==> src/rtl/panel_scanner.sv <==
// -----------------------------------------------------------------------------
// panel_scanner
//
// Front-panel scanner for a lamp chain (74HC595) and a switch chain (74HC165).
// Frames run back to back: LOAD -> SHIFT -> LATCH -> LOAD, each frame exactly
// 68*CLK_DIV clk cycles long.
//
//   LOAD  : 2*CLK_DIV clks, load_n=0 (switch chain parallel load), sclk=0.
//           The lamp word {ema, addr, data, run, 4'b0} is snapshotted on the
//           first clk, so later lamp changes only affect the next frame.
//   SHIFT : 32 sclk periods (CLK_DIV clks low, CLK_DIV clks high). sdo
//           carries the inverted lamp bit, MSB first; sdi is sampled on the
//           clk where sclk rises.
//   LATCH : 2*CLK_DIV clks with latch=1. On the last clk frame_done pulses
//           and sr/dsel/ctl take the inverted received switch bits.
//
// Parameters
//   CLK_DIV    clk cycles per sclk half-period (2..255)
//   CHAIN_BITS bits per frame (32 only)
//
// Ports
//   clk        system clock, rising edge
//   resetn     synchronous active-low reset; aborts the frame in progress
//   ema[2:0]   extended-address lamps
//   addr[11:0] address lamps
//   data[11:0] data/state lamps
//   run        RUN lamp
//   sclk       shared serial clock for both chains
//   sdo        lamp serial data (active-low lamps at the pin)
//   latch      lamp chain storage-register clock
//   load_n     switch chain parallel load, active-low
//   sdi        switch serial data (active-low switches at the pin)
//   sr[11:0]   switch register, true polarity
//   dsel[5:0]  display-select switches
//   ctl[8:0]   {dep, sw, single_step, halt, exam, cont, extd_addr,
//               addr_load, clear}
//   frame_done one-clk pulse at the end of every completed frame
//
// Build option
//   PANEL_DEBOUNCE_EN : when defined, sr/dsel/ctl only update when the 27
//   received switch bits match those of the previous frame. The first frame
//   after reset only fills the history register.
// -----------------------------------------------------------------------------
module panel_scanner #(
  parameter int CLK_DIV    = 4,
  parameter int CHAIN_BITS = 32
) (
  input  logic        clk,
  input  logic        resetn,
  input  logic [2:0]  ema,
  input  logic [11:0] addr,
  input  logic [11:0] data,
  input  logic        run,
  output logic        sclk,
  output logic        sdo,
  output logic        latch,
  output logic        load_n,
  input  logic        sdi,
  output logic [11:0] sr,
  output logic [5:0]  dsel,
  output logic [8:0]  ctl,
  output logic        frame_done
);

  localparam logic [8:0] HALF_LAST  = 9'(CLK_DIV - 1);
  localparam logic [8:0] PHASE_LAST = 9'(2 * CLK_DIV - 1);
  localparam logic [4:0] BIT_LAST   = 5'(CHAIN_BITS - 1);
  localparam int         SW_BITS    = 27;

  typedef enum logic [1:0] {
    ST_LOAD  = 2'd0,
    ST_SHIFT = 2'd1,
    ST_LATCH = 2'd2
  } state_t;

  state_t                state;
  logic [8:0]            div_cnt;
  logic [4:0]            bit_cnt;

  // Lamp snapshot being shifted out, MSB in the top bit.
  logic [CHAIN_BITS-1:0] tx_p0;
  // Switch samples; sample k ends up in bit k after a full frame.
  logic [CHAIN_BITS-1:0] rx_p1;

  logic                  snap_stb;
  logic                  shift_stb;
  logic                  sample_stb;

`ifdef PANEL_DEBOUNCE_EN
  logic [SW_BITS-1:0]    hist_p2;
  logic                  primed;
  logic                  hist_stb;
`endif

  // Lamp word in shift order; bit 31 goes out first.
  function automatic logic [31:0] lamp_word(input logic [2:0]  e,
                                            input logic [11:0] a,
                                            input logic [11:0] d,
                                            input logic        r);
    return {e, a, d, r, 4'b0000};
  endfunction

  // Pins are active-low; received bits are inverted into true polarity.
  function automatic logic [11:0] sr_decode(input logic [SW_BITS-1:0] raw);
    return ~raw[11:0];
  endfunction

  function automatic logic [5:0] dsel_decode(input logic [SW_BITS-1:0] raw);
    return ~raw[17:12];
  endfunction

  function automatic logic [8:0] ctl_decode(input logic [SW_BITS-1:0] raw);
    return ~raw[26:18];
  endfunction

  // Data-path strobes derived from the control state. The last sclk fall
  // does not advance the lamp shifter: there is no 33rd bit.
  assign snap_stb   = resetn && (state == ST_LOAD) && (div_cnt == '0);
  assign shift_stb  = resetn &&
                      (((state == ST_LOAD) && (div_cnt == PHASE_LAST)) ||
                       ((state == ST_SHIFT) && (div_cnt == HALF_LAST) &&
                        sclk && (bit_cnt != BIT_LAST)));
  assign sample_stb = resetn && (state == ST_SHIFT) &&
                      (div_cnt == HALF_LAST) && !sclk;
`ifdef PANEL_DEBOUNCE_EN
  assign hist_stb   = resetn && (state == ST_LATCH) &&
                      (div_cnt == PHASE_LAST);
`endif

  // ---- p0: lamp snapshot / serializer ----
  always_ff @(posedge clk) begin
    if (snap_stb) begin
      tx_p0 <= lamp_word(ema, addr, data, run);
    end else if (shift_stb) begin
      tx_p0 <= {tx_p0[CHAIN_BITS-2:0], 1'b0};
    end
  end

  // ---- p1: switch deserializer ----
  always_ff @(posedge clk) begin
    if (sample_stb) begin
      rx_p1 <= {sdi, rx_p1[CHAIN_BITS-1:1]};
    end
  end

`ifdef PANEL_DEBOUNCE_EN
  // ---- p2: previous-frame switch history ----
  always_ff @(posedge clk) begin
    if (hist_stb) begin
      hist_p2 <= rx_p1[SW_BITS-1:0];
    end
  end
`endif

  // Frame sequencer with registered pin and switch outputs.
  always_ff @(posedge clk) begin
    if (!resetn) begin
      state      <= ST_LOAD;
      div_cnt    <= '0;
      bit_cnt    <= '0;
      sclk       <= 1'b0;
      latch      <= 1'b0;
      load_n     <= 1'b1;
      sdo        <= 1'b1;
      frame_done <= 1'b0;
      sr         <= '0;
      dsel       <= '0;
      ctl        <= '0;
`ifdef PANEL_DEBOUNCE_EN
      primed     <= 1'b0;
`endif
    end else begin
      frame_done <= 1'b0;
      unique case (state)
        ST_LOAD: begin
          load_n <= 1'b0;
          sclk   <= 1'b0;
          latch  <= 1'b0;
          if (div_cnt == PHASE_LAST) begin
            // First lamp bit goes out as LOAD ends; sclk is still low.
            div_cnt <= '0;
            bit_cnt <= '0;
            load_n  <= 1'b1;
            sdo     <= ~tx_p0[CHAIN_BITS-1];
            state   <= ST_SHIFT;
          end else begin
            div_cnt <= div_cnt + 9'd1;
          end
        end

        ST_SHIFT: begin
          if (div_cnt == HALF_LAST) begin
            div_cnt <= '0;
            if (!sclk) begin
              sclk <= 1'b1;
            end else begin
              sclk <= 1'b0;
              if (bit_cnt == BIT_LAST) begin
                latch <= 1'b1;
                state <= ST_LATCH;
              end else begin
                bit_cnt <= bit_cnt + 5'd1;
                sdo     <= ~tx_p0[CHAIN_BITS-1];
              end
            end
          end else begin
            div_cnt <= div_cnt + 9'd1;
          end
        end

        ST_LATCH: begin
          sclk <= 1'b0;
          if (div_cnt == PHASE_LAST) begin
            div_cnt    <= '0;
            bit_cnt    <= '0;
            latch      <= 1'b0;
            load_n     <= 1'b0;
            frame_done <= 1'b1;
            state      <= ST_LOAD;
`ifdef PANEL_DEBOUNCE_EN
            // Only accept a switch image seen on two consecutive frames.
            if (primed && (rx_p1[SW_BITS-1:0] == hist_p2)) begin
              sr   <= sr_decode(rx_p1[SW_BITS-1:0]);
              dsel <= dsel_decode(rx_p1[SW_BITS-1:0]);
              ctl  <= ctl_decode(rx_p1[SW_BITS-1:0]);
            end
            primed <= 1'b1;
`else
            sr   <= sr_decode(rx_p1[SW_BITS-1:0]);
            dsel <= dsel_decode(rx_p1[SW_BITS-1:0]);
            ctl  <= ctl_decode(rx_p1[SW_BITS-1:0]);
`endif
          end else begin
            div_cnt <= div_cnt + 9'd1;
          end
        end

        default: begin
          div_cnt <= '0;
          bit_cnt <= '0;
          state   <= ST_LOAD;
        end
      endcase
    end
  end

endmodule

==> config.mk <==
export PLATFORM = sky130hd
export DESIGN_NAME = panel_scanner
export DESIGN_NICKNAME = d
export VERILOG_FILES = /design/src/rtl/panel_scanner.sv
export SDC_FILE = /design/constraint.sdc
export NUM_CORES = 1
export LEC_CHECK = 0
export CAP_MARGIN = 20
export CORE_ASPECT_RATIO = 0.8
export CORE_MARGIN = 2
export CORE_UTILIZATION = 55
export CTS_CLUSTER_SIZE = 12
export DETAILED_ROUTE_END_ITERATION = 10
export HOLD_SLACK_MARGIN = 0.02
export PLACE_DENSITY_LB_ADDON = 0.15
export SKIP_LAST_GASP = 1
export SYNTH_ARGS = -nofsm -noshare
export SYNTH_HDL_FRONTEND = slang
export SYNTH_SLANG_ARGS = --single-unit
==> constraint.sdc <==
create_clock -name clk -period 6.35 [get_ports clk]
set_input_delay 0.9525 -clock clk [delete_from_list [all_inputs] [get_ports clk]]
set_output_delay 0.9525 -clock clk [all_outputs]
set_load 0.005 [all_outputs]
# Yosys cells after proc, flatten, opt, wreduce, memory -nomap -nowiden
# Cells that the tools add are included.
# totals
output_inout_bits,32
latchBits,0
rom_bits,0
register_bits,108
mem_count,0
ram_bits,0
inputBits,31
elab_cells,91
# classes
order_cmp,0
n_eq_ne,13
bitwise,4
n_reduce_logical,28
n_div,0
shifts,0
addsub,2
n_mul,0
muxes,31
# ops
op,n
two-way mux 32 bit,2
two-way mux 5 bit,4
two-way mux 9 bit,2
one-hot mux 9 bit (2 select lines),1
AND reduction 5 bit,3
inverter 12 bit,1
two-way mux 1 bit,11
logical AND 1 bit,10
two-way mux 2 bit,5
one-hot mux 5 bit (2 select lines),1
adder 9 x 1 -> 9 bit (second input constant),1
== test 9 x 2 -> 1 bit (second input constant),1
== test 9 x 3 -> 1 bit (second input constant),1
logical NOT 9 bit,1
inverter 9 bit,1
!= test 2 x 1 -> 1 bit (second input constant),4
AND reduction 2 bit,4
nonzero test 2 bit,4
!= test 2 bit (second input constant),3
inverter 6 bit,1
one-hot mux 1 bit (2 select lines),3
one-hot mux 2 bit (3 select lines),1
adder 5 x 1 -> 5 bit (second input constant),1
== test 5 bit (second input constant),1
other kinds (11),11

# Depth between registers and ports, before layout
# logic_depth
ltp_word,8
mapped_depth,7
ltp_nobuf,7

# Worst setup path after synthesis
# OpenSTA, ideal clock, no wires.
# synth_path
kind,flip-flop to flip-flop
from,reg bit_cnt[0]
to,"reg tx_p0[10], enable pin"
path_buffers,0
setup_ns,0.452
slack_ns,2.470
stages_incl_launch_ff,7
arrival_time_ns,3.428
t_required_ns,5.898
period_less_slack_ns,3.880
path_cell_list,dfxtp_1 > ha_1 > and3_1 > ha_1 > nor4bb_1 > o211ai_2 > o21ai_0
# synth_between
elab_chain_len,5
# synth_rtl
item,line_no,source
start: declaration,78,logic [4:0] bit_cnt;
start signal: assignment,202,bit_cnt <= bit_cnt + 5'd1;
!= test 5 bit,122,sclk && (bit_cnt != BIT_LAST)));
logical AND 1 bit,122,
logical OR 1 bit,120,(((state == ST_LOAD) && (div_cnt == PHASE_LAST)) ||
logical AND 1 bit,119,assign shift_stb = resetn &&
nonzero test 2 bit (no line),-,
end signal: assignment,133,"tx_p0 <= lamp_word(ema, addr, data, run);"
end signal: assignment,135,"tx_p0 <= {tx_p0[CHAIN_BITS-2:0], 1'b0};"
end: declaration,81,logic [CHAIN_BITS-1:0] tx_p0;
# Every way passes these cells.
# A chain may end at the register's enable or synchronous reset.

# Worst setup path after layout
# layout_path
from,in resetn
to,"reg tx_p0[12], enable pin"
# layout_between
elab_chain_len,3
word_cells_on_any_way,4
classes_between,reduce/logical: 4
# layout_rtl
item,line_no,source
start: declaration,49,"input logic resetn,"
logical AND 1 bit (2 in a row),118,assign snap_stb = resetn && (state == ST_LOAD) && (div_cnt == '0);
nonzero test 2 bit (no line) *,-,
# Every way passes the cells marked *; elsewhere a longest branch is shown, timed or not.

==> impl_metrics.json <==
{
  "critPathCaptureType": "flop",
  "dr.pass1.iters": 4,
  "dpl-instance-area_mm2": 0.004812,
  "htreeDepth": 3,
  "status": "complete, no violations",
  "cts-resized-gates": 0,
  "grt_first_pass_wirelength_um": 10780,
  "die_y_um": 81.64,
  "ios": 63,
  "synthesis.area_mm2": 0.004144,
  "rsz0062_at_grt": "no",
  "die_area_mm2": 0.008249,
  "slew_violations": 0,
  "numCtsBuffers": 9,
  "p_per_area_mw_per_mm2": 255.6,
  "cts_tree": "yes",
  "path_class": "in -> reg",
  "fmax_mhz": 295.8,
  "maxCapViolCount": 0,
  "wl_per_cell_um": 15.19,
  "syn_avg_cell_area_um2": 14.14,
  "cp.arrival_ps": 3410,
  "synth-seq-cells": 108,
  "drt-total-wl_um": 6803,
  "postCtsSetupBuffers": 0,
  "num_rows": 28,
  "final_area_mm2": 0.005030,
  "num_vias": 2424,
  "grt_max_degree": 56,
  "root_buffer": "clkbuf_8",
  "hold_violations": 0,
  "cp_slowest_cell": "nand3_2",
  "antenna_cells": 0,
  "path_common_cell": "buf_4",
  "initial_core_util_pct": 56.33,
  "cts_hold_buf": 0,
  "path_clk_slew_ps": 100,
  "clock_latency_ps": 370,
  "critPathLaunchType": "primary input",
  "post-route-min-period_ps": 3380,
  "cpPeakStageDelay_ps": 680,
  "critPathTopFamily": "buffers and inverters",
  "overflow": 0,
  "clock-sinks": 108,
  "path_max_fanout": 38,
  "netlist-cell-type-count": 38,
  "finalSetupTns_ps": 0,
  "fin_skew_ps": 13.42,
  "drive_gt1_share_pct": 13.13,
  "crit_path_cell_trace": "clkdlybuf4s50_1 -> buf_4 -> nor3b_1 -> nand3_2 -> o21ai_2 -> buf_4",
  "grt_pass1_vias": 2215,
  "grt_antenna_before_repair": 0,
  "ant_nets": 0,
  "tightest_slew_ps": 923.5,
  "layout.nets": 388,
  "synth-edff-count": 60,
  "core_mm2": 0.007357,
  "die_x_um": 101.0,
  "drc": 0,
  "synthArstFlopShare_pct": 0,
  "critPathRequiredTime_ps": 6380,
  "slew_headroom_pct": 38.44,
  "mostFrequentLayoutCell": "clkdlybuf4s50_1",
  "area_growth_pct": 21.38,
  "yosys_warnings": 0,
  "cellLeakagePower_nw": 2.077,
  "place.gp.congestion": 0.7352,
  "syn_inst": 293,
  "path_buf_inv": 3,
  "seq_area_frac_synth_pct": 66.67,
  "clockBufferDepth": 2,
  "vdd_drop_max_mv": 0.1573,
  "setup_viol": 0,
  "final_cell_mix": "62 x clkdlybuf4s50_1, 60 x edfxtp_1, 48 x dfxtp_1, 33 x nand2_1, 27 x o211a_1",
  "dp_hpwl_um": 4447,
  "syn_nets": 328,
  "routed_via_density": 5.411,
  "post-route-period-util_pct": 53.23,
  "hold_class": "reg -> reg",
  "port-buffer-count": 62,
  "synth_ff_type": "edfxtp_1",
  "track_usage_pct": 17.21,
  "drtIter0Drc": 118
}
[area by class of cell]
type / instances / area, um2
clock buffer: 10 / 137.6
clock inverter: 6 / 80.08
timing repair buffer: 65 / 643.1
fill: 536 / 2327
tap: 90 / 112.6
multi-input combinational: 163 / 1271
sequential: 108 / 2763
inverter: 6 / 22.52
[power by group]
group | switching [mW] | internal, mW | total [mW]
Combinational | 0.0326 | 0.0474 | 0.0801
Sequential | 0.00717 | 0.759 | 0.766
Clock | 0.238 | 0.201 | 0.439
Total | 0.278 | 1.01 | 1.29
[cell usage after synthesis, types with 2 or more instances]
master	count	area, um2
o211a_1	27	270.3
a22o_1	2	17.52
nand4b_1	2	17.52
edfxtp_1	60	1802
a21oi_1	4	20.02
clkbuf_1	7	26.28
xnor2_1	5	43.79
nor3b_2	2	25.02
nand4_1	3	18.77
inv_1	6	22.52
nand3_1	8	40.04
dfxtp_1	48	960.9
ha_1	4	50.05
nor3b_1	2	15.01
mux2_1	9	101.4
buf_4	7	52.55
or3_1	2	12.51
nand2_1	33	123.9
mux2_2	11	123.9
nor2_1	15	56.30
xor2_1	3	26.28
nor4bb_1	2	20.02
o21ai_0	6	30.03
and3_1	4	25.02
mux2_4	8	120.1
[metal layers]
metal,global-route usage (%),vias to the layer above,share of wire (%)
li1,-,1192,-
met1,24.02,1168,48
met2,25.96,58,46
met3,5.957,6,4.7
met4,4.595,0,1.1
met5,0,-,0
[registers in the layout, indices dropped and copies added, names as in the netlist]
name,count
bit_cnt,5
sr,12
sclk,1
div_cnt,9
rx_p1,32
latch,1
sdo,1
dsel,6
frame_done,1
ctl,9
load_n,1
tx_p0,28
state,2
[through the flow]
step                      hold slack, ps  power, mW  util, %  cells  setup WS (ps)
final                              432.0      1.286    68.37    448           2970
after CTS                          431.7      1.298    68.37    448           2921
after global placement             401.2     0.8613    65.41    432           2578
after detailed placement           405.4     0.8638    65.41    432           2528
after global routing               432.2      1.332    68.37    448           2766
after floorplan                    400.3     0.8339        -    293           2470
[worst paths after layout]
kind	startpoint	end	slack [ps]	depth (start not counted)
min reg2reg	rx_p1[27]	rx_p1[26]	430	0
max	resetn	tx_p0[12]	2970	6
max reg2reg	div_cnt[4]	tx_p0[12]	3740	4
min	rx_p1[27]	rx_p1[26]	430	0
[cell families after synthesis]
family	synth area share, %
XOR/XNOR	1.691
multiplexers	8.334
AND/OR/NAND/NOR	10.21
adder cells (fa/ha/maj)	1.208
buffers and inverters	2.838
AO/OA/AOI/OAI	9.058
flip-flops	66.67
(Power assumes the default switching activity.)
